--- config.mk ---
export PLATFORM = sky130hd
export DESIGN_NAME = array_copy_seq
export DESIGN_NICKNAME = d
export VERILOG_FILES = /design/src/rtl/array_copy_pkg.sv /design/src/rtl/array_copy_buf.sv /design/src/rtl/array_copy_seq.sv
export SDC_FILE = /design/constraint.sdc
export NUM_CORES = 1
export LEC_CHECK = 0
export ABC_CLOCK_PERIOD_IN_PS = 10780
export CORE_MARGIN = 4
export CORE_UTILIZATION = 50
export DETAILED_ROUTE_END_ITERATION = 16
export PLACE_DENSITY_LB_ADDON = 0.15
export SLEW_MARGIN = 20
export SYNTH_ARGS = -nofsm -noshare
export SYNTH_HDL_FRONTEND = slang
export SYNTH_HIERARCHICAL = 1
export SYNTH_SLANG_ARGS = --single-unit
export TNS_END_PERCENT = 1
--- constraint.sdc ---
create_clock -name clk -period 10.78 [get_ports clk]
set_clock_uncertainty 0.2 [all_clocks]
set_input_delay 3.234 -clock clk [delete_from_list [all_inputs] [get_ports clk]]
set_output_delay 3.234 -clock clk [all_outputs]
set_load 0.05 [all_outputs]
--- src/rtl/array_copy_pkg.sv ---
// array_copy_pkg: shared FSM state type and default sizing for the array copier
package array_copy_pkg;

    localparam int DEF_WIDTH = 32;
    localparam int DEF_DEPTH = 10;

    typedef enum logic [1:0] {
        IDLE = 2'd0,
        RUN  = 2'd1,
        DONE = 2'd2
    } state_t;

endpackage

--- src/rtl/array_copy_buf.sv ---
// array_copy_buf: 2-entry in-order buffer of read data tagged with its element index
module array_copy_buf
    import array_copy_pkg::*;
#(
    parameter int WIDTH = DEF_WIDTH,
    parameter int AW    = 4
) (
    input  logic             clk,
    input  logic             rst,
    input  logic             push_i,
    input  logic             pop_i,
    input  logic [WIDTH-1:0] data_i,
    input  logic [AW-1:0]    idx_i,
    output logic             full_o,
    output logic             empty_o,
    output logic [WIDTH-1:0] head_data_o,
    output logic [AW-1:0]    head_idx_o
);

    logic [WIDTH-1:0] data_q [2];
    logic [AW-1:0]    idx_q  [2];
    logic             rd_ptr_q;
    logic             wr_ptr_q;
    logic [1:0]       cnt_q;

    assign full_o      = cnt_q == 2'd2;
    assign empty_o     = cnt_q == 2'd0;
    assign head_data_o = data_q[rd_ptr_q];
    assign head_idx_o  = idx_q[rd_ptr_q];

    // Entry storage and pointers; push and pop may coincide in one cycle
    always_ff @(posedge clk or posedge rst) begin
        if (rst) begin
            data_q[0] <= '0;
            data_q[1] <= '0;
            idx_q[0]  <= '0;
            idx_q[1]  <= '0;
            rd_ptr_q  <= 1'b0;
            wr_ptr_q  <= 1'b0;
            cnt_q     <= 2'd0;
        end else begin
            if (push_i) begin
                data_q[wr_ptr_q] <= data_i;
                idx_q[wr_ptr_q]  <= idx_i;
                wr_ptr_q         <= ~wr_ptr_q;
            end
            if (pop_i)
                rd_ptr_q <= ~rd_ptr_q;
            cnt_q <= cnt_q + {1'b0, push_i} - {1'b0, pop_i};
        end
    end

endmodule

--- src/rtl/array_copy_seq.sv ---
// array_copy_seq: copies min(len, DEPTH) elements from a 1-cycle-latency source to a ready/valid sink
module array_copy_seq
    import array_copy_pkg::*;
#(
    parameter int  WIDTH = DEF_WIDTH,
    parameter int  DEPTH = DEF_DEPTH,
    localparam int AW    = ($clog2(DEPTH) > 1) ? $clog2(DEPTH) : 1
) (
    input  logic             clk,
    input  logic             rst,
    input  logic             start,
    input  logic [AW:0]      len,
    output logic             busy,
    output logic             done,
    output logic             src_rd_en,
    output logic [AW-1:0]    src_addr,
    input  logic [WIDTH-1:0] src_data,
    output logic             dst_we,
    output logic [AW-1:0]    dst_addr,
    output logic [WIDTH-1:0] dst_data,
    input  logic             dst_ready
);

    localparam int LW = AW + 1;

    state_t         state_q;
    logic [LW-1:0]  eff_len_q;
    logic [LW-1:0]  eff_len_d;
    logic [LW-1:0]  rd_idx_q;
    logic [LW-1:0]  wr_idx_q;
    logic [AW-1:0]  rd_tag_q;
    logic           infl_q;
    logic           buf_full;
    logic           buf_empty;
    logic [WIDTH-1:0] head_data;
    logic [AW-1:0]  head_idx;
    logic [1:0]     occ;
    logic           accept;
    logic           rd_en;
    logic           last_wr;

    assign eff_len_d = (len > LW'(DEPTH)) ? LW'(DEPTH) : len;
    assign occ       = {buf_full, ~buf_empty & ~buf_full};
    assign accept    = dst_we & dst_ready;
    // A new read is allowed only if the buffer can still absorb it after this cycle's pop
    assign rd_en     = (state_q == RUN) && (rd_idx_q < eff_len_q) &&
                       (({1'b0, occ} + {2'b0, infl_q}) <= ({2'b0, accept} + 3'd1));
    assign last_wr   = accept && ((wr_idx_q + 1'b1) == eff_len_q);

    assign busy      = state_q != IDLE;
    assign done      = state_q == DONE;
    assign src_rd_en = rd_en;
    assign src_addr  = rd_en ? rd_idx_q[AW-1:0] : '0;
    assign dst_we    = ~buf_empty;
    assign dst_addr  = dst_we ? head_idx : '0;
    assign dst_data  = dst_we ? head_data : '0;

    array_copy_buf #(
        .WIDTH(WIDTH),
        .AW   (AW)
    ) u_buf (
        .clk        (clk),
        .rst        (rst),
        .push_i     (infl_q),
        .pop_i      (accept),
        .data_i     (src_data),
        .idx_i      (rd_tag_q),
        .full_o     (buf_full),
        .empty_o    (buf_empty),
        .head_data_o(head_data),
        .head_idx_o (head_idx)
    );

    // Control FSM with read/write indices and the one-deep read-in-flight tag
    always_ff @(posedge clk or posedge rst) begin
        if (rst) begin
            state_q   <= IDLE;
            eff_len_q <= '0;
            rd_idx_q  <= '0;
            wr_idx_q  <= '0;
            rd_tag_q  <= '0;
            infl_q    <= 1'b0;
        end else begin
            infl_q   <= rd_en;
            rd_tag_q <= rd_idx_q[AW-1:0];
            if (rd_en)
                rd_idx_q <= rd_idx_q + 1'b1;
            if (accept)
                wr_idx_q <= wr_idx_q + 1'b1;
            case (state_q)
                IDLE: if (start) begin
                    eff_len_q <= eff_len_d;
                    rd_idx_q  <= '0;
                    wr_idx_q  <= '0;
                    state_q   <= (eff_len_d == '0) ? DONE : RUN;
                end
                RUN:     if (last_wr) state_q <= DONE;
                DONE:    state_q <= IDLE;
                default: state_q <= IDLE;
            endcase
        end
    end

endmodule

### Word level (Yosys, flattened, before mapping)

Cells that the tools add are included.

| storage, ports and cells | value |
|---|---|
| bits in registers | 98 |
| input bits | 41 |
| output and inout port bits | 44 |
| word-level logic and storage cells | 75 |

| operators by class | value |
|---|---|
| $add $sub $neg | 6 |
| $lt $le $gt $ge | 6 |
| eq/ne operators | 6 |
| multiplexer cells | 26 |
| bitwise logic cells | 8 |
| reductions and logical operators | 10 |

Operators by type and width:

| operator | number |
|---|---|
| 32-bit 2-to-1 mux | 5 |
| 64-bit bitwise mux | 1 |
| 5-bit 2-to-1 mux | 7 |
| 32-bit demux with 1-bit select | 1 |
| 4-bit 2-to-1 mux | 6 |
| 5-bit by 1-bit adder with 5-bit output, second input constant | 2 |
| 8-bit bitwise mux | 1 |
| 2-bit 2-to-1 mux | 3 |
| 5-bit == test | 1 |
| 5-bit by 4-bit > comparator with 1-bit output, second input constant | 1 |
| 5-bit zero test | 1 |
| 5-bit < comparator | 1 |
| 4-bit demux with 1-bit select | 1 |
| 2-bit == test, second input constant | 2 |
| 2-bit >= comparator, second input constant | 2 |
| 1-bit logical AND | 4 |
| 2-bit zero test | 2 |
| 2-bit inequality test, second input constant | 2 |
| 1-bit NOT | 4 |
| 1-bit NOT with 2-bit output | 2 |
| 2-bit one-hot mux with 2 select lines | 1 |
| 2-bit AND reduction | 2 |
| 2-bit by 1-bit adder with 3-bit output | 1 |
| 3-bit by 2-bit less-or-equal comparator with 1-bit output | 1 |
| 7 further kinds | 8 |

### Depth between registers and ports, before layout

Gate-level depths: netlist of run 1.

| depth | value |
|---|---|
| depth after elaboration | 9 |
| depth in mapped cells | 13 |
| mapped depth without buffers | 10 |

### Modules after synthesis

The synthesis of run 1 kept the hierarchy.

Modules (own cells, without submodules):

| module | instances | cells each | area an instance (um^2) | sequential area each (um^2) |
|---|---|---|---|---|
| array_copy_buf | 1 | 208 | 3459.6 | 1901.8 |
| array_copy_seq | 1 | 168 | 1483.9 | 550.5 |

### Worst setup path after synthesis of run 1

Ideal clock, no wire load.

| timing | value |
|---|---|
| path type | in2out |
| start point | in dst_ready |
| end point | out src_addr[0] |
| arrival | 5553 ps |
| required time | 7346 ps |
| setup slack | 1793 ps |
| stages | 8 |
| buffers on the path | 1 |
| cell sequence | nand2_1 > inv_1 > fa_1 > or3b_1 > a2111oi_2 > o21a_1 > buf_6 > and2_1 |

| on the way | value |
|---|---|
| longest elaborated chain between the ends | 5 |

Ends and longest elaborated chain:

| item | RTL line | RTL |
|---|---|---|
| from (decl) | array_copy_seq.sv:21 | `input logic dst_ready` |
| 1-bit bitwise AND | array_copy_seq.sv:44 | `assign accept = dst_we & dst_ready;` |
| net accept | array_copy_seq.sv:38 | `logic accept;` |
| 1-bit by 1-bit adder with 2-bit output | array_copy_seq.sv:47 | `(({1'b0, occ} + {2'b0, infl_q}) <= ({2'b0, accept} + 3'd1));` |
| 3-bit by 2-bit less-or-equal comparator with 1-bit output | array_copy_seq.sv:47 |  |
| 1-bit logical AND | array_copy_seq.sv:46 | `assign rd_en = (state_q == RUN) && (rd_idx_q < eff_len_q) &&` |
| net src_rd_en | array_copy_seq.sv:15 | `output logic src_rd_en,` |
| 4-bit 2-to-1 mux | array_copy_seq.sv:53 | `assign src_addr = rd_en ? rd_idx_q[AW-1:0] : '0;` |
| to (decl) | array_copy_seq.sv:16 | `output logic [AW-1:0] src_addr,` |

The timed path passes the listed nets, and every way through them passes these cells.

### Final worst setup path of run 1

| timing | value |
|---|---|
| start point | in dst_ready |
| end point | out src_addr[1] |

| on the way | value |
|---|---|
| longest elaborated chain between the ends | 5 |

Ends and longest elaborated chain:

| item | RTL line |
|---|---|
| 1-bit bitwise AND | array_copy_seq.sv:44 |
| net accept | array_copy_seq.sv:38 |
| 1-bit by 1-bit adder with 2-bit output | array_copy_seq.sv:47 |
| 3-bit by 2-bit less-or-equal comparator with 1-bit output | array_copy_seq.sv:47 |
| 1-bit logical AND | array_copy_seq.sv:46 |
| 4-bit 2-to-1 mux | array_copy_seq.sv:53 |

The timed path passes the listed nets, and every way through them passes these cells.

==> results of run 1 <==
-- flip-flops by register name, indices dropped and copies added (netlist names) --
| name | flops |
|---|---|
| eff_len_q | 5 |
| rd_idx_q | 5 |
| infl_q | 1 |
| u_buf/rd_ptr_q | 1 |
| rd_tag_q | 4 |
| u_buf/data_q | 64 |
| state_q | 2 |
| u_buf/idx_q | 8 |
| wr_idx_q | 5 |
| u_buf/cnt_q | 2 |
| u_buf/wr_ptr_q | 1 |
-- routing by layer --
layer	wire length [um]	global-route usage [%]
met1	4550	24.1
met2	4910	30.3
met5	0	0
met4	137	4.15
met3	328	3.90
-- through the flow --
step / worst slack (ps) / instances / hold WS [ps]
floorplan: 1790 / 376 / 220
global placement: 593 / 578 / 280
detailed placement: 525 / 578 / 290
CTS: 502 / 593 / 311
global route: 289 / 594 / 321
finish: 510 / 594 / 308
-- cell usage after synthesis (6+ instances only) --
| cell | number | share of area [%] |
|---|---|---|
| inv_1 | 15 | 1.1 |
| xor2_1 | 6 | 1.1 |
| nor2_1 | 13 | 0.99 |
| nor2b_1 | 38 | 4.8 |
| ha_1 | 11 | 2.8 |
| nand2_1 | 15 | 1.1 |
| dfrtp_1 | 98 | 50 |
| o21ai_0 | 8 | 0.81 |
| mux2_2 | 78 | 18 |
| xnor2_1 | 7 | 1.2 |
| and2_1 | 6 | 0.76 |
| mux2_4 | 30 | 9.1 |
-- final timing paths --
path | startpoint | to | slack [ps] | depth (start not counted)
max in group asynchronous | rst | rd_tag_q[2] | 6680 | 2
min in group asynchronous | rst | u_buf/data_q[4] | 3090 | 3
min | u_buf/data_q[9] | u_buf/data_q[9] | 310 | 1
max reg2reg | u_buf/cnt_q[1] | rd_idx_q[1] | 6620 | 10
max | dst_ready | src_addr[1] | 510 | 9
min reg2reg | u_buf/data_q[9] | u_buf/data_q[9] | 310 | 1
-- cell families (layout without fill, tap and decap cells) --
kind of cell / Yosys count / in the layout
AO/OA/AOI/OAI: 23 / 23
XOR/XNOR: 13 / 13
adder cells (fa/ha/maj): 12 / 12
buffers and inverters: 32 / 117
flip-flops: 98 / 98
multiplexers: 111 / 111
AND/OR/NAND/NOR: 87 / 87
-- layout make-up --
class / count / area (um2) / area share (%)
Sequential cell: 98 / 2450 / 40.7
Multi-Input combinational cell: 246 / 2280 / 37.9
Timing Repair Buffer: 87 / 883 / 14.6
Tap cell: 133 / 166 / 2.76
Clock buffer: 12 / 145 / 2.41
Inverter: 15 / 57.6 / 0.954
Clock inverter: 3 / 40.0 / 0.664
-- worst max-delay path, cell delays in order --
cell	delay [ps]
clkdlybuf4s50_1	450
nand2_1	160
inv_1	250
fa_1	470
or3b_1	400
a2111oi_2	350
o21a_1	500
and2_1	200
clkdlybuf4s50_1	810
==> results_dict.tcl, run 1 <==
set metrics [dict create \
    status "finished clean" \
    num_rows 36 \
    synth_xor_area_share_pct 2.30 \
    synth-seq-cells 98 \
    cts.path.max_buffers 2 \
    synthSimpleGateAreaFrac_pct 9.97 \
    crit_fanout 10 \
    fill_cells 787 \
    seq_area_frac_synth_pct 49.6 \
    setup_viol 0 \
    root_buffer "clkbuf_8" \
    overflow 0 \
    io_buffers 84 \
    cp-end-kind "output port" \
    netlist_instances 376 \
    drive_gt1_share_pct 28.4 \
    ant_nets 0 \
    drtIter0Drc 73 \
    postLayoutCellArea_mm2 0.00603 \
    crit_type "in -> out" \
    syn_to_final_growth_pct 22.0 \
    gp_congestion 0.825 \
    syn_area_per_cell_um2 13.1 \
    dpl_cell_area_mm2 0.00582 \
    htreeDepth 3 \
    clock.fmax_mhz 97.4 \
    ios 85 \
    wirelength_um 9930 \
    synth_cell_types 40 \
    fin_crit_sh_pct 95.3 \
    synth_adder_area_share_pct 3.19 \
    grt_usage_pct 18.0 \
    cap_violations 0 \
    finalHoldViolations 0 \
    dp_hpwl_um 6470 \
    cts_tree "done" \
    drc 0 \
    numClockSinks 98 \
    coreArea_mm2 0.00968 \
    final_common_cell "dfrtp_1" \
    synth_top_flop_cell "dfrtp_1" \
    grt_pass1_wl_um 16500 \
    worstPathRequired_ps 7350 \
    synth_top_family_by_area "multiplexers" \
    final_util_pct 62.3 \
    syn_area_mm2 0.00494 \
    final_cell_mix "dfrtp_1 (97), clkdlybuf4s50_1 (84), mux2_2 (78), nor2b_1 (38), mux2_4 (30)" \
    fin_crit_ps 10270 \
    numCtsBuffers 9 \
    die_area_mm2 0.0115 \
    detail_route.vias_per_cell 5.14 \
    drt_pass1_iterations 5 \
    cts_resized 0 \
    worst-slew-pin-transition_ps 959 \
    relSlewSlack_pct 35.8 \
    diodes 0 \
    drv_slew 0 \
    min_path_type "reg -> reg" \
    clock_latency_ps 350 \
    fp.dieW_um 107 \
    antenna_found_initial 0 \
    ctsHoldBuffers 0 \
    yosys_warnings 6 \
    final_nets 510 \
    rsz0062_at_grt "no" \
    die_h_um 107 \
    crit_path_start_kind "input port" \
    drt-wirelength-per-cell_um 16.7 \
    clk_pin_slew_ps 90 \
    async_reset_ff_share_pct 100 \
    arrival_ps 6840 \
    setup_tns_ps 0 \
    synth_edf_count 0 \
    grt_pass1_vias 3321 \
    synth_compound_area_share_pct 3.01 \
    syn-num-nets 429 \
    post_cts_buffers 0 \
    vias 3055 \
    synth.area.mux_share_pct 27.5 \
    initial_core_util_pct 51.0 \
    grt_max_degree 77 \
]
Power of run 1 is left out: the tool's default activity adds up to more than one toggle a clock period on the data nets, which glitch-free logic cannot reach.
==> run 2: changes to the inputs <==
--- a/config.mk
+++ b/config.mk
@@ -8,9 +8,9 @@
 export ABC_CLOCK_PERIOD_IN_PS = 10780
 export CORE_MARGIN = 4
 export CORE_UTILIZATION = 50
+export CTS_BUF_LIST = sky130_fd_sc_hd__clkbuf_16
 export DETAILED_ROUTE_END_ITERATION = 16
 export PLACE_DENSITY_LB_ADDON = 0.15
-export SLEW_MARGIN = 20
 export SYNTH_ARGS = -nofsm -noshare
 export SYNTH_HDL_FRONTEND = slang
 export SYNTH_HIERARCHICAL = 1
==> run 2 against run 1 <==
Compared with the run above:
- via count increased by 0.26%
- final cell count decreased by 0.17%
- maximum frequency about the same
- design area increased by 1.1%
- non-clock buffer count decreased by 1
- wire length decreased by 0.22%
- first-iteration DRC count increased by 5.5%
- sequential cell count unchanged
- critical path type unchanged
- critical endpoint unchanged
- highest routed layer unchanged
==> results_dict.tcl, run 2 (synthesized netlist as in run 1, its figures left out) <==
set metrics [dict create \
    fp.dieW_um 107 \
    rr_startpoint "u_buf/cnt_q[1]" \
    cts.path.max_buffers 2 \
    crit_fanout 10 \
    syn_to_final_growth_pct 23.3 \
    detail_route.vias_per_cell 5.17 \
    fin_crit_ps 10280 \
    ff2ff_setup_slack_ps 6640 \
    vias 3063 \
    rsz0062_at_grt "no" \
    regMostFlops "u_buf/data_q" \
    fin_crit_sh_pct 95.3 \
    wirelength_um 9900 \
    status "finished clean" \
    drc 0 \
    crit_type "in -> out" \
    multi_input_area_mm2 0.00228 \
    min_path_type "reg -> reg" \
    num_rows 36 \
    drtIter0Drc 77 \
    numClockSinks 98 \
    dp_hpwl_um 6470 \
    drive_gt1_share_pct 28.0 \
    worst-slew-pin-transition_ps 972 \
    grt_max_degree 77 \
    cap_violations 0 \
    initial_core_util_pct 51.0 \
    min_path_cells 1 \
    final_cell_mix "dfrtp_1 (97), clkdlybuf4s50_1 (84), mux2_2 (78), nor2b_1 (38), mux2_4 (30)" \
    ant_nets 0 \
    largest_reg_flops 64 \
    overflow 0 \
    root_buffer "clkbuf_16" \
    ff_latch_area_mm2 0.00245 \
    setup_viol 0 \
    final_nets 509 \
    cp-end-kind "output port" \
    min_from "u_buf/data_q[9]" \
    relSlewSlack_pct 35.2 \
    drt-wirelength-per-cell_um 16.7 \
    ff2ff_path_depth 10 \
    top_regs "u_buf/data_q (64), u_buf/idx_q (8)" \
    grt_pass1_vias 3318 \
    cts_tree "done" \
    drv_slew 0 \
    hold_end "u_buf/data_q[9]" \
    numCtsBuffers 9 \
    cts_resized 0 \
    post_cts_buffers 0 \
    arrival_ps 6840 \
    grt_pass1_wl_um 16600 \
    ios 85 \
    final_common_cell "dfrtp_1" \
    drt_pass1_iterations 4 \
    grt_usage_pct 18.3 \
    worstPathRequired_ps 7350 \
    crit_path_start_kind "input port" \
    die_h_um 107 \
    die_area_mm2 0.0115 \
    clock_latency_ps 330 \
    gp_congestion 0.825 \
    ctsHoldBuffers 0 \
    clk_pin_slew_ps 60 \
    fill_cells 782 \
    diodes 0 \
    final_util_pct 62.9 \
    clock.fmax_mhz 97.3 \
    finalHoldViolations 0 \
    antenna_found_initial 0 \
    reg2reg_to "rd_idx_q[1]" \
    coreArea_mm2 0.00968 \
    setup_tns_ps 0 \
    io_buffers 84 \
    htreeDepth 3 \
]
## run 2: layout make-up
cell class                 count  share of cell area [%]
clock buffer                   9                    3.70
clock inverter                 6                   0.842
inverter                      15                   0.944
multi-input combinational    246                    37.5
sequential                    98                    40.3
tap                          133                    2.73
timing repair buffer          86                    14.0
## run 2: critical path, cell delays in order
cell and delay (ps):
clkdlybuf4s50_1 450, nand2_1 150, inv_1 250, fa_1 470, or3b_1 400, a2111oi_2 350
o21a_1 520, and2_1 200, clkdlybuf4s50_1 810
## run 2: worst max-delay path by stage
| stage | start | endpoint | slack [ps] |
|---|---|---|---|
| CTS | dst_ready | src_addr[1] | 500 |
| floorplan | dst_ready | src_addr[0] | 1790 |
| global placement | dst_ready | src_addr[2] | 590 |
| finish | dst_ready | src_addr[1] | 500 |
| global route | dst_ready | src_addr[2] | 290 |
| detailed placement | dst_ready | src_addr[1] | 530 |
## run 2: per-layer routing
layer	GRT usage [%]	up-vias	part of all wire [%]
li1	-	1448	-
met4	4.42	0	1.3
met3	4.62	10	3.8
met1	24.3	1541	44
met2	30.3	64	50
met5	0	-	0
## run 2: through the flow
step / worst slack, ps / hold WS, ps / area, um2 / std cells
floorplan: 1790 / 220 / 4940 / 376
global placement: 593 / 280 / 5820 / 578
detailed placement: 525 / 290 / 5820 / 578
CTS: 502 / 305 / 6090 / 593
global route: 289 / 314 / 6090 / 593
finish: 502 / 303 / 6090 / 593
Power of run 2 is left out for the same reason.
